[config.mk]
export PLATFORM = sky130hd
export DESIGN_NAME = shift_add_multiplier_flat
export DESIGN_NICKNAME = d
export VERILOG_FILES = /design/src/rtl/mul_pkg.sv /design/src/rtl/shift_add_multiplier_if.sv /design/src/rtl/ripple_carry_adder.sv /design/src/rtl/shift_add_multiplier.sv /design/src/flat_wrapper.sv
export SDC_FILE = /design/constraint.sdc
export NUM_CORES = 1
export LEC_CHECK = 0
export BUFFER_PORTS_ARGS = -buffer_cell sky130_fd_sc_hd__buf_2
export CORE_MARGIN = 2
export CORE_UTILIZATION = 50
export CTS_BUF_LIST = sky130_fd_sc_hd__clkbuf_16
export DETAILED_ROUTE_END_ITERATION = 10
export GPL_TIMING_DRIVEN = 0
export PLACE_DENSITY = 0.76
export SYNTH_ARGS = -nofsm -noshare
export SYNTH_HDL_FRONTEND = slang
export SYNTH_SLANG_ARGS = --single-unit
export TNS_END_PERCENT = 10
[constraint.sdc]
create_clock -name clk -period 14 [get_ports clk]
set_input_delay 1.4 -clock clk [delete_from_list [all_inputs] [get_ports clk]]
set_output_delay 1.4 -clock clk [all_outputs]
set_load 0.02 [all_outputs]
[src/rtl/mul_pkg.sv]
// Shared definitions for the iterative shift-add multiplier.
package mul_pkg;

  localparam int MUL_W     = 32;
  localparam int MUL_CNT_W = 6;

  localparam logic [1:0] S_IDLE = 2'd0;
  localparam logic [1:0] S_RUN  = 2'd1;
  localparam logic [1:0] S_DONE = 2'd2;

  typedef enum logic [1:0] {
    IDLE = S_IDLE,
    RUN  = S_RUN,
    DONE = S_DONE
  } mul_state_t;

endpackage

[src/rtl/shift_add_multiplier_if.sv]
// Start/ready request and done/product response of the multiplier.
interface shift_add_multiplier_if;
  import mul_pkg::*;

  logic                   start;
  logic [MUL_W-1:0]       a;
  logic [MUL_W-1:0]       b;
  logic                   ready;
  logic                   busy;
  logic                   done;
  logic [2*MUL_W-1:0]     product;

  modport master (output start, a, b, input ready, busy, done, product);
  modport slave  (input start, a, b, output ready, busy, done, product);

endinterface

[src/rtl/ripple_carry_adder.sv]
// Plain ripple-carry adder, one full adder per bit.
module ripple_carry_adder #(
  parameter int WIDTH = 32
) (
  input  logic [WIDTH-1:0] a,
  input  logic [WIDTH-1:0] b,
  input  logic             cin,
  output logic [WIDTH-1:0] sum,
  output logic             cout
);

  logic [WIDTH:0] carry;

  assign carry[0] = cin;

  genvar gi;
  generate
    for (gi = 0; gi < WIDTH; gi++) begin : g_bit
      assign sum[gi]     = a[gi] ^ b[gi] ^ carry[gi];
      assign carry[gi+1] = (a[gi] & b[gi]) | (carry[gi] & (a[gi] ^ b[gi]));
    end
  endgenerate

  assign cout = carry[WIDTH];

endmodule

[src/rtl/shift_add_multiplier.sv]
// Unsigned 32x32->64 multiplier: one multiplier bit per clock through a
// shared ripple-carry adder, 34 cycles from accept to next accept.
module shift_add_multiplier
  import mul_pkg::*;
#(
  parameter int WIDTH = MUL_W,     // must match the adder; only 32 is legal
  parameter int CNT_W = MUL_CNT_W  // 2**CNT_W must exceed WIDTH
) (
  input  logic                   clk,
  input  logic                   rst_n,
  shift_add_multiplier_if.slave  bus
);

  localparam logic [CNT_W-1:0] LAST_STEP = CNT_W'(WIDTH - 1);

  mul_state_t         state_reg, state_next;
  logic [WIDTH-1:0]   acc_hi_reg;
  logic [WIDTH-1:0]   mplr_reg;
  logic [WIDTH-1:0]   mcand_reg;
  logic [CNT_W-1:0]   count_reg;
  logic [2*WIDTH-1:0] product_reg;

  logic [WIDTH-1:0]   add_b;
  logic [WIDTH-1:0]   add_sum;
  logic               add_cout;
  logic [2*WIDTH-1:0] step_value;

  assign add_b = mplr_reg[0] ? mcand_reg : '0;

  ripple_carry_adder #(.WIDTH(WIDTH)) u_adder (
    .a    (acc_hi_reg),
    .b    (add_b),
    .cin  (1'b0),
    .sum  (add_sum),
    .cout (add_cout)
  );

  // The adder carry is bit 64 of the unshifted partial product, so it lands
  // in acc_hi[31] after the shift rather than being lost.
  assign step_value = {add_cout, add_sum, mplr_reg[WIDTH-1:1]};

  always_comb begin
    state_next = state_reg;
    case (state_reg)
      IDLE:    if (bus.start) state_next = RUN;
      RUN:     if (count_reg == LAST_STEP) state_next = DONE;
      DONE:    state_next = IDLE;
      default: state_next = IDLE;
    endcase
  end

  always_ff @(posedge clk) begin
    if (!rst_n) begin
      state_reg   <= IDLE;
      acc_hi_reg  <= '0;
      mplr_reg    <= '0;
      mcand_reg   <= '0;
      count_reg   <= '0;
      product_reg <= '0;
    end else begin
      state_reg <= state_next;
      case (state_reg)
        IDLE: begin
          if (bus.start) begin
            mcand_reg  <= bus.a;
            mplr_reg   <= bus.b;
            acc_hi_reg <= '0;
            count_reg  <= '0;
          end
        end
        RUN: begin
          acc_hi_reg <= step_value[2*WIDTH-1:WIDTH];
          mplr_reg   <= step_value[WIDTH-1:0];
          count_reg  <= count_reg + 1'b1;
          // Capture on the final step so product only moves on DONE entry.
          if (count_reg == LAST_STEP) product_reg <= step_value;
        end
        default: ;
      endcase
    end
  end

  assign bus.ready   = (state_reg == IDLE);
  assign bus.busy    = (state_reg == RUN) || (state_reg == DONE);
  assign bus.done    = (state_reg == DONE);
  assign bus.product = product_reg;

endmodule

[src/flat_wrapper.sv]
// flat-port wrapper written by rule: the top's interface ports become plain ports
module shift_add_multiplier_flat import mul_pkg::*;
#(
  parameter int WIDTH = MUL_W,                                              
  parameter int CNT_W = MUL_CNT_W                               
)
  (clk, rst_n, bus_start, bus_a, bus_b, bus_ready, bus_busy, bus_done, bus_product);
  shift_add_multiplier_if bus_i ();
  input  logic clk;
  input  logic rst_n;
  input wire logic [$bits(bus_i.start)-1:0] bus_start;
  input wire logic [$bits(bus_i.a)-1:0] bus_a;
  input wire logic [$bits(bus_i.b)-1:0] bus_b;
  output wire logic [$bits(bus_i.ready)-1:0] bus_ready;
  output wire logic [$bits(bus_i.busy)-1:0] bus_busy;
  output wire logic [$bits(bus_i.done)-1:0] bus_done;
  output wire logic [$bits(bus_i.product)-1:0] bus_product;
  assign bus_i.start = bus_start;
  assign bus_i.a = bus_a;
  assign bus_i.b = bus_b;
  assign bus_ready = bus_i.ready;
  assign bus_busy = bus_i.busy;
  assign bus_done = bus_i.done;
  assign bus_product = bus_i.product;
  shift_add_multiplier #(.WIDTH(WIDTH), .CNT_W(CNT_W)) u_core (.clk(clk), .rst_n(rst_n), .bus(bus_i));
endmodule
==> run metrics, run 1 <==
Port Buffer Count=132; top_reg_cell synth=dfxtp_1; Crit path top cell by count=fa_2; top cell type's share of synthesized area=45.4%; CTS tree=yes; Max Fclk=0.0743 GHz; Worst path slowest cell=fa_1; First-pass DRT Iterations=5; WHS Path Cells=2; synth cell count leaders=168 x dfxtp_1, 132 x nand2_1, 70 x nor2_1; Final Hold Fails=0; FF-to-FF Start=u_core.mplr_reg[0]; hold crit path type=flop to flop; global-route wire length before repair=29,100 microns; Worst Setup End Kind=flop; Power Dens Cells=approximately 120 mW/mm^2; final setup skew=5.95 ps; Detailed Place HPWL=12,700 microns; # nets final=1,041; leak pwr=3.35 nW; YS warnings=0; Die X=126 microns; Initial Util=51.0%; type of origin of the critical path=flop; r2r worst-path depth=37; RSZ-0062 raised after global routing=false; Post-CTS Setup Bufs=0; critical path required time=14,330 ps; reg2reg setup slack=540 ps; Setup violations, final=0; initial antenna violation count=0; DR DRC count=0; max incr delay on CP=550 ps; DR vias=5,868; hold path endpoint=u_core.bus.product[21]; Cell Rows=44; max reg flops=64; grt ovf=0; Cells after Synth=787; Via density=5.17; min cycle time layout=13,460 ps; Post-synth EDFFs=0; RePlAce Congestion=0.794; Top Ports=134; Worst-path clk slew=60 ps; Die Area=0.0158 sq mm; top cells by area, synth=dfxtp_1 45%, a211oi_2 8.8%, fa_1 8.4%, nand2_1 6.7%, mux2i_1 4.5%; initial DRC count=361; fin. max-slew vios=0; outcome=finished, final reports clean; CTS Buffer Depth=2; Routed WL per cell=roughly 15 microns; CTS sink count=168; dominant cell type by area after synthesis=dfxtp_1; r2r endpoint=u_core.acc_hi_reg[30]; Total Wirelength=between 15,000 and 20,000 microns; Arrival @ worst endpoint=13,790 ps; syn_nets=890; Netlist Area Pre-Place=around 0.0074 sq mm; GRT Total Usage=23.1%; Placed Area=0.00832 sq mm; measured slew at the worst slew-check pin=754 ps; root buffer cell=clkbuf_16; fillcell total=1,286; CP Max Fanout=6; most common cell in the netlist=dfxtp_1; layout cells sized above 1=just under 30%; final instance area=0.00896 sq mm; worst relative slew slack=between 40 and 50%; H-tree depth=4; Clk Latency, worst-skew pair=between 400 and 500 ps; share of the clock period used by the worst path=96.2%; Syn Area/Cell=around 9.4 sq um; Yosys cell types=32; largest net degree at the start of global routing=17; Detail Route Antenna Nets=0; maxcap violations=0; number of global-route vias before repair=5,883; CTS Buf Count=17; Peak VDD IR=97.2 uV; ys async rst share=0%; # diodes=0; register area share after synthesis=around 45%; Chip Height=126 microns; FF+latch count, synth=about 170; storage element area=about 0.0034 sq mm; core area=0.0145 sq mm; Tot Pwr=1.09 mW; Final Util=61.6%; area grow syn2layout=20.8%; hold path startpoint=u_core.bus.product[21]; CP Class=flop to flop; area of the multi-input gates=0.00361 sq mm
worst max-delay path, delay by kind of cell, from the launching register on:
kind / cells / cell delay (ps)
flops: 1 / 300
simple gates: 2 / 290
compound gates: 1 / 70
fa+ha+maj: 32 / 12450
buf+inv: 2 / 230
what timing repair did:
item                                   in CTS  in global routing
setup endpoints to repair                   6                  4
gates resized for setup                    13                  7
hold buffers                                0                  0
endpoints found under the hold margin       0                  0
gates cloned                                0                  0
power breakdown:
group / total (mW) / switching (mW) / internal [mW]
registers: 0.508 / 0.0115 / 0.496
logic: 0.116 / 0.0709 / 0.0447
clock network: 0.469 / 0.192 / 0.277
metrics by stage:
step | std cells | setup TNS (ps) | hold WS, ps | worst slack [ps]
finish | 1135 | 0 | 453 | 536
global route | 1135 | 0 | 469 | 43.3
CTS | 1135 | 0 | 455 | 27.7
detailed placement | 1103 | -2290 | 447 | -595
global placement | 1103 | -2060 | 437 | -557
floorplan | 787 | 0 | 432 | 6.81
cells by family after synthesis:
family                     Yosys count  share of synthesized area [%]
buffers and inverters              101                           6.61
AOI/OAI and AO/OA                  169                           17.7
adders and majority gates           36                           9.21
DFF                                168                           45.4
and+or+nand+nor                    275                           15.9
muxes                               35                           4.81
xor gates and xnor gates             3                          0.354
per-layer routing:
| metal | global-route usage [%] | vias up | share of wire (%) |
|---|---|---|---|
| met5 | 0 | - | 0 |
| met4 | 8.27 | 0 | 1.7 |
| met3 | 5.40 | 26 | 5.4 |
| met2 | 37.9 | 158 | 47 |
| met1 | 29.9 | 2736 | 46 |
| li1 | - | 2948 | - |
area by class of cell:
cell class                 count  area share (%)
buffer                        64            4.08
clock buffer                  17            4.75
clock inverter                15            1.79
inverter                      37            1.55
multi-input combinational    518            40.3
sequential                   168            37.5
tap                          184            2.57
timing repair buffer         132            7.37
how the worst max path moves through the flow:
stage | cells past startpoint | slack, ps | startpoint | endpoint
floorplan | 37 | 7 | u_core.mplr_reg[0] | u_core.acc_hi_reg[30]
global placement | 36 | -560 | u_core.mplr_reg[0] | u_core.acc_hi_reg[30]
detailed placement | 36 | -590 | u_core.mplr_reg[0] | u_core.acc_hi_reg[30]
CTS | 37 | 30 | u_core.mplr_reg[0] | u_core.acc_hi_reg[30]
global route | 37 | 40 | u_core.mplr_reg[0] | u_core.acc_hi_reg[30]
finish | 37 | 540 | u_core.mplr_reg[0] | u_core.acc_hi_reg[30]
cells in the final DEF, fill, tap and decap left out, types with 3 or more instances in the layout:
cell type and count:
clkbuf_16 17, a211oi_2 52, clkbuf_1 26, a21oi_1 35, nand3_1 32, fa_2 21
fa_1 10, clkinvlp_4 3, o22ai_1 31, buf_4 7, a211oi_1 14, xor2_1 3
buf_2 150, clkinv_2 3, dfxtp_1 168, and2_1 34, ha_1 5, buf_6 8
nor2_1 70, bufinv_16 3, nand2_1 132, inv_1 37, o21ai_0 34, mux2i_1 33
clkinv_1 3
(Power assumes the default switching activity.)
==> run 2, diff against run 1 <==
ABC_AREA = 1   (was not set)
CAP_MARGIN = 30   (was not set)
SYNTH_HIERARCHICAL = 1   (was not set)
==> run 2 against run 1 <==
Global-route usage is 0.37 points higher; non-clock buffer count stayed put; final cell count is 10% higher; register-to-register slack worse by 160 ps; die area is 3.9% lower; sequential cell count stayed put; fmax is 1.2% lower; synthesized cell count is 15% higher; largest power group unchanged.
==> run metrics, run 2 <==
outcome=finished, final reports clean (unchanged); # nets final=1,162 (was 1,041); syn_nets=1,011 (was 890); DR DRC count=0 (unchanged); Post-synth EDFFs=0 (unchanged); maxcap violations=0 (unchanged); CP bufs+invs=5 (was 2); CP Max Fanout=6 (unchanged); ys async rst share=0% (unchanged); Max Fclk=0.0734 GHz (was 0.0743 GHz); Yosys cell types=25 (was 32); critical path required time=14,350 ps (was 14,330 ps); Top delay family on crit path=adder cells (unchanged); Syn Area/Cell=7.84 sq um (was 9.42 sq um); CP Class=flop to flop (unchanged); fin. max-slew vios=0 (unchanged); Worst-path clk slew=60 ps (about the same); Cell Rows=43 (was 44); Cells after Synth=908 (was 787); Peak VDD IR=81.0 uV (was 97.2 uV); Worst Setup End Kind=flop (unchanged); top cells by area, synth=dfxtp_1 47%, nand2_1 11%, fa_1 9.0%, nor2_1 7.1%, o21ai_0 5.8% (was dfxtp_1 45%, a211oi_2 8.8%, fa_1 8.4%, nand2_1 6.7%, mux2i_1 4.5%); Via density=5.09 (was 5.17); fin cells=1,251 (was 1,135); grt ovf=0 (unchanged); Post-CTS Setup Bufs=0 (unchanged); core area=0.0139 sq mm (was 0.0145 sq mm); layout cells sized above 1=17.5% (was 28.9%); root buffer cell=clkbuf_16 (unchanged); Routed WL per cell=14.0 microns (was 15.4 microns); area grow syn2layout=20.9% (was 20.8%); Top Ports=134 (unchanged); FF+latch count, synth=168 (unchanged); largest net degree at the start of global routing=17 (unchanged); First-pass DRT Iterations=5 (unchanged); Detailed Place HPWL=12,500 microns (was 12,700 microns); CTS Buffer Depth=2 (unchanged); # diodes=0 (unchanged); Setup violations, final=0 (unchanged); top cell type's share of synthesized area=47.3% (was 45.4%); max incr delay on CP=410 ps (was 550 ps); Tot Pwr=1.08 mW (was 1.09 mW); Initial Util=51.3% (was 51.0%); share of the clock period used by the worst path=97.3% (was 96.2%); register area share after synthesis=47.3% (was 45.4%); Final Hold Fails=0 (unchanged); fillcell total=1,255 (was 1,286); TNS Setup=0 ps (unchanged); RSZ-0062 raised after global routing=false (unchanged); Power Dens Cells=126 mW/mm^2 (was 122 mW/mm^2); Hold Worst Slack=457 ps (was 453 ps); Arrival @ worst endpoint=13,970 ps (was 13,790 ps); Clk Latency, worst-skew pair=420 ps (was 440 ps); worst relative slew slack=57.2% (was 49.8%); Worst path slowest cell=fa_1 (unchanged); RePlAce Congestion=0.808 (was 0.794); type of origin of the critical path=flop (unchanged); YS warnings=6 (was 0); CTS Buf Count=17 (unchanged); number of global-route vias before repair=5,865 (was 5,883); Total Wirelength=17,500 microns (about the same); min cycle time layout=13,620 ps (was 13,460 ps); Die X=123 microns (was 126 microns); hold crit path type=flop to flop (unchanged); Netlist Area Pre-Place=0.00712 sq mm (was 0.00742 sq mm); H-tree depth=4 (unchanged); max reg flops=64 (unchanged); final setup skew=6.96 ps (was 5.95 ps); Detail Route Antenna Nets=0 (unchanged); CTS tree=yes (unchanged); global-route wire length before repair=27,700 microns (was 29,100 microns); Crit path top cell by count=fa_1 (was fa_2); initial DRC count=411 (was 361); GRT Total Usage=23.4% (was 23.1%); placed cell count=1,221 (was 1,103); Die Area=0.0152 sq mm (was 0.0158 sq mm); synth cell count leaders=208 x nand2_1, 168 x dfxtp_1, 135 x nor2_1 (was 168 x dfxtp_1, 132 x nand2_1, 70 x nor2_1); leak pwr=4.07 nW (was 3.35 nW); measured slew at the worst slew-check pin=641 ps (was 754 ps); Chip Height=123 microns (was 126 microns); Final Util=62.0% (was 61.6%); most common cell in the netlist=nand2_1 (was dfxtp_1); dominant cell type by area after synthesis=dfxtp_1 (unchanged); CTS sink count=168 (unchanged); commonest non-fill, non-tap cell in the layout=nand2_1 (was dfxtp_1); Port Buffer Count=133 (was 132); initial antenna violation count=0 (unchanged); DR vias=6,368 (was 5,868); most frequent cells in the layout=208 x nand2_1, 167 x dfxtp_1, 146 x buf_2, 135 x nor2_1, 83 x o21ai_0 (was 168 x dfxtp_1, 150 x buf_2, 132 x nand2_1, 70 x nor2_1, 52 x a211oi_2); top_reg_cell synth=dfxtp_1 (unchanged)
run 2: routing by layer:
metal	routed length, microns	share of wire [%]	vias up	track usage, %
met5	0	0	-	0
met2	8200	47	211	38.4
met4	333	1.9	0	8.59
met3	1040	6.0	28	4.98
li1	-	-	3228	-
met1	7920	45	2901	30.6
run 2: metrics by stage:
stage | cell area, sq um | setup slack [ps]
3_3_place_gp | 8010 | 307
6_report | 8600 | 379
2_1_floorplan | 7120 | 1080
5_1_grt | 8600 | 19.1
3_5_place_dp | 8010 | 208
4_1_cts | 8600 | 126
run 2: cell type report:
type,instances,area (sq um),share of cell area [%]
buffer,63,287,3.33
clock buffer,17,425,4.95
clock inverter,14,165,1.92
inverter,53,199,2.31
multi-input combinational,623,3270,38.0
sequential,168,3360,39.1
tap,180,225,2.62
timing repair buffer,133,666,7.74
run 2: logic make-up after synthesis:
family / count (synthesis) / share of synthesized area (%)
buf+inv: 117 / 6.88
fa+ha+maj: 36 / 9.71
simple gates: 384 / 21.2
compound gates: 202 / 14.9
other cells: 1 / 0.0527
flops: 168 / 47.3
run 2: timing repair:
item / 4_1_cts / 5_1_grt
hold endpoints to repair: 0 / 0
gates resized for setup: 0 / 3
hold buffers: 0 / 0
setup endpoints to repair: 0 / 2
run 2: final timing paths:
kind	start	end	slack, ps	depth (start not counted)
max reg2reg	u_core/mplr_reg[0]	u_core/acc_hi_reg[30]	380	40
min	u_core/bus.product[19]	u_core/bus.product[19]	460	2
min reg2reg	u_core/bus.product[19]	u_core/bus.product[19]	460	2
max	u_core/mplr_reg[0]	u_core/acc_hi_reg[30]	380	40
run 2: tightest hold or removal path, cell delays in order (launching register included):
cell	delay, ps
dfxtp_1	310
nand2_1	60
a21oi_1	50
run 2: power by group:
part           switching, mW  total [mW]  leakage [nW]  internal [mW]
logic                 0.0644      0.0973          2.41         0.0329
clock network          0.182       0.474         0.295          0.292
registers             0.0135       0.511          1.37          0.498
total                  0.260        1.08          4.07          0.823
==> run 3, diff against run 2 <==
PLACE_DENSITY = not set   (was 0.76)
PLACE_DENSITY_LB_ADDON = 0.2   (was not set)
==> run 3 against run 2 <==
Critical path depth did not move; critical endpoint unchanged; fmax rose by 0.29%; sequential cell count did not move; clock power fell by 7.8%; hold slack barely moved; worst setup slack improved by 40 ps; final area fell by 0.54%; combinational power fell by 0.6%; global-route usage rose by 0.46 points; sequential share of layout area rose by 0.21 points.
==> run metrics, run 3 (same netlist as run 2, synthesis figures left out) <==
outcome=finished, final reports clean (unchanged); DR vias=6,377 (was 6,368); Tot Pwr=1.04 mW (was 1.08 mW); initial DRC count=570 (was 411); # nets final=1,162 (unchanged); Worst-path clk slew=60 ps (about the same); final instance area=0.00855 sq mm (was 0.00860 sq mm); Chip Height=123 microns (unchanged); critical path required time=14,370 ps (was 14,350 ps); placed cell count=1,221 (unchanged); Final Hold Fails=0 (unchanged); FF-to-FF Start=u_core/mplr_reg[0] (unchanged); Detailed Place HPWL=12,600 microns (was 12,500 microns); most frequent cells in the layout=208 x nand2_1, 167 x dfxtp_1, 146 x buf_2, 135 x nor2_1, 83 x o21ai_0 (unchanged); CTS tree=yes (unchanged); WHS Path Cells=2 (unchanged); CTS Buf Count=17 (unchanged); CP Class=flop to flop (unchanged); CTS Hold Bufs=0 (unchanged); final setup skew=18.6 ps (was 6.96 ps); largest net degree at the start of global routing=17 (unchanged); core area=0.0139 sq mm (unchanged); layout cells sized above 1=17.6% (was 17.5%); number of global-route vias before repair=5,846 (was 5,865); measured slew at the worst slew-check pin=615 ps (was 641 ps); root buffer cell=clkbuf_16 (unchanged); CP Max Fanout=6 (unchanged); leak pwr=4.06 nW (was 4.07 nW); Port Buffer Count=133 (unchanged); CP bufs+invs=5 (unchanged); RePlAce Congestion=0.801 (was 0.808); Worst Setup End Kind=flop (unchanged); Crit path top cell by count=fa_1 (unchanged); First-pass DRT Iterations=5 (unchanged); hold crit path type=flop to flop (unchanged); global-route wire length before repair=28,300 microns (was 27,700 microns); Total Wirelength=17,500 microns (about the same); Max Fclk=0.0736 GHz (was 0.0734 GHz); min cycle time layout=13,580 ps (was 13,620 ps); commonest non-fill, non-tap cell in the layout=nand2_1 (unchanged); Placed Area=0.00801 sq mm (unchanged); grt ovf=0 (unchanged); r2r worst-path depth=40 (unchanged); hold path endpoint=u_core/bus.product[26] (was u_core/bus.product[19]); Cell Rows=43 (unchanged); fillcell total=1,320 (was 1,255); initial antenna violation count=0 (unchanged); Worst path slowest cell=fa_1 (unchanged); Initial Util=51.3% (unchanged); H-tree depth=4 (unchanged); DR DRC count=0 (unchanged); Power Dens Cells=122 mW/mm^2 (was 126 mW/mm^2); type of origin of the critical path=flop (unchanged); worst relative slew slack=59.0% (was 57.2%); GRT Total Usage=23.9% (was 23.4%); Post-Place Setup Slack=239 ps (was 208 ps); max incr delay on CP=420 ps (was 410 ps); # diodes=0 (unchanged); Arrival @ worst endpoint=13,950 ps (was 13,970 ps); Final Util=61.6% (was 62.0%); Via density=5.10 (was 5.09); Detail Route Antenna Nets=0 (unchanged); area grow syn2layout=20.2% (was 20.9%); Worst Slack Setup Final=419 ps (was 379 ps); max reg flops=64 (unchanged); Routed WL per cell=14.0 microns (about the same); CTS sink count=168 (unchanged); Clk Latency, worst-skew pair=440 ps (was 420 ps); fin cells=1,251 (unchanged); Peak VDD IR=88.7 uV (was 81.0 uV); reg2reg setup slack=420 ps (was 380 ps); Top delay family on crit path=adder cells (unchanged); Top Ports=134 (unchanged); share of the clock period used by the worst path=97.0% (was 97.3%); r2r endpoint=u_core/acc_hi_reg[30] (unchanged); Setup violations, final=0 (unchanged); post-CTS sizing=0 (unchanged); Die Area=0.0152 sq mm (unchanged); CTS Buffer Depth=2 (unchanged); maxcap violations=0 (unchanged); fin. max-slew vios=0 (unchanged); hold path startpoint=u_core/bus.product[26] (was u_core/bus.product[19]); Post-CTS Setup Bufs=0 (unchanged); Die X=123 microns (unchanged)
## run 3: changes by cell type in the layout (fill, tap and decap cells not counted)
cell	before	now
clkinvlp_4	1	2
clkinv_1	6	4
clkinv_2	3	5
bufinv_16	4	2
inv_1	52	53
## run 3: cell type report
| class | count | area, sq um | area share [%] |
|---|---|---|---|
| multi-input combinational | 623 | 3270 | 38.2 |
| clock buffer | 17 | 425 | 4.97 |
| buffer | 63 | 287 | 3.35 |
| clock inverter | 14 | 119 | 1.39 |
| sequential | 168 | 3360 | 39.3 |
| tap | 180 | 225 | 2.63 |
| inverter | 53 | 199 | 2.33 |
| timing repair buffer | 133 | 666 | 7.78 |
## run 3: worst max-delay path by stage
stage | cells after the start | endpoint | from | slack (ps)
6_report | 40 | u_core/acc_hi_reg[30] | u_core/mplr_reg[0] | 420
5_1_grt | 40 | u_core/acc_hi_reg[30] | u_core/mplr_reg[0] | -5
4_1_cts | 41 | u_core/acc_hi_reg[30] | u_core/mplr_reg[0] | 110
3_5_place_dp | 41 | u_core/acc_hi_reg[30] | u_core/mplr_reg[0] | 240
3_3_place_gp | 41 | u_core/acc_hi_reg[30] | u_core/mplr_reg[0] | 360
2_1_floorplan | 41 | u_core/acc_hi_reg[30] | u_core/mplr_reg[0] | 1080
## run 3: metal layers
metal	share of wire (%)	routed length (microns)	global-route usage [%]	up-vias
met5	0	0	0	-
met4	1.3	235	8.66	0
met3	6.2	1090	5.21	18
met2	47	8180	38.3	194
met1	46	7980	31.9	2943
li1	-	-	-	3222
## run 3: worst register-to-register path, delay by kind of cell, from the launching register on
family          cells  cell delay [ps]
fa+ha+maj          32            12470
simple gates        2              160
flops               1              390
buf+inv             5              350
compound gates      1              150
## run 3: per-stage QoR
| stage | hold WS [ps] | TNS (ps) |
|---|---|---|
| after floorplan | 439 | 0 |
| after global placement | 448 | 0 |
| after detailed placement | 451 | 0 |
| after CTS | 459 | 0 |
| after global routing | 470 | -4.72 |
| final | 457 | 0 |
## run 3: where the power goes
group	switching, mW	total (mW)	internal [mW]
logic	0.0638	0.0967	0.0329
registers	0.0131	0.511	0.498
clock network	0.181	0.437	0.256
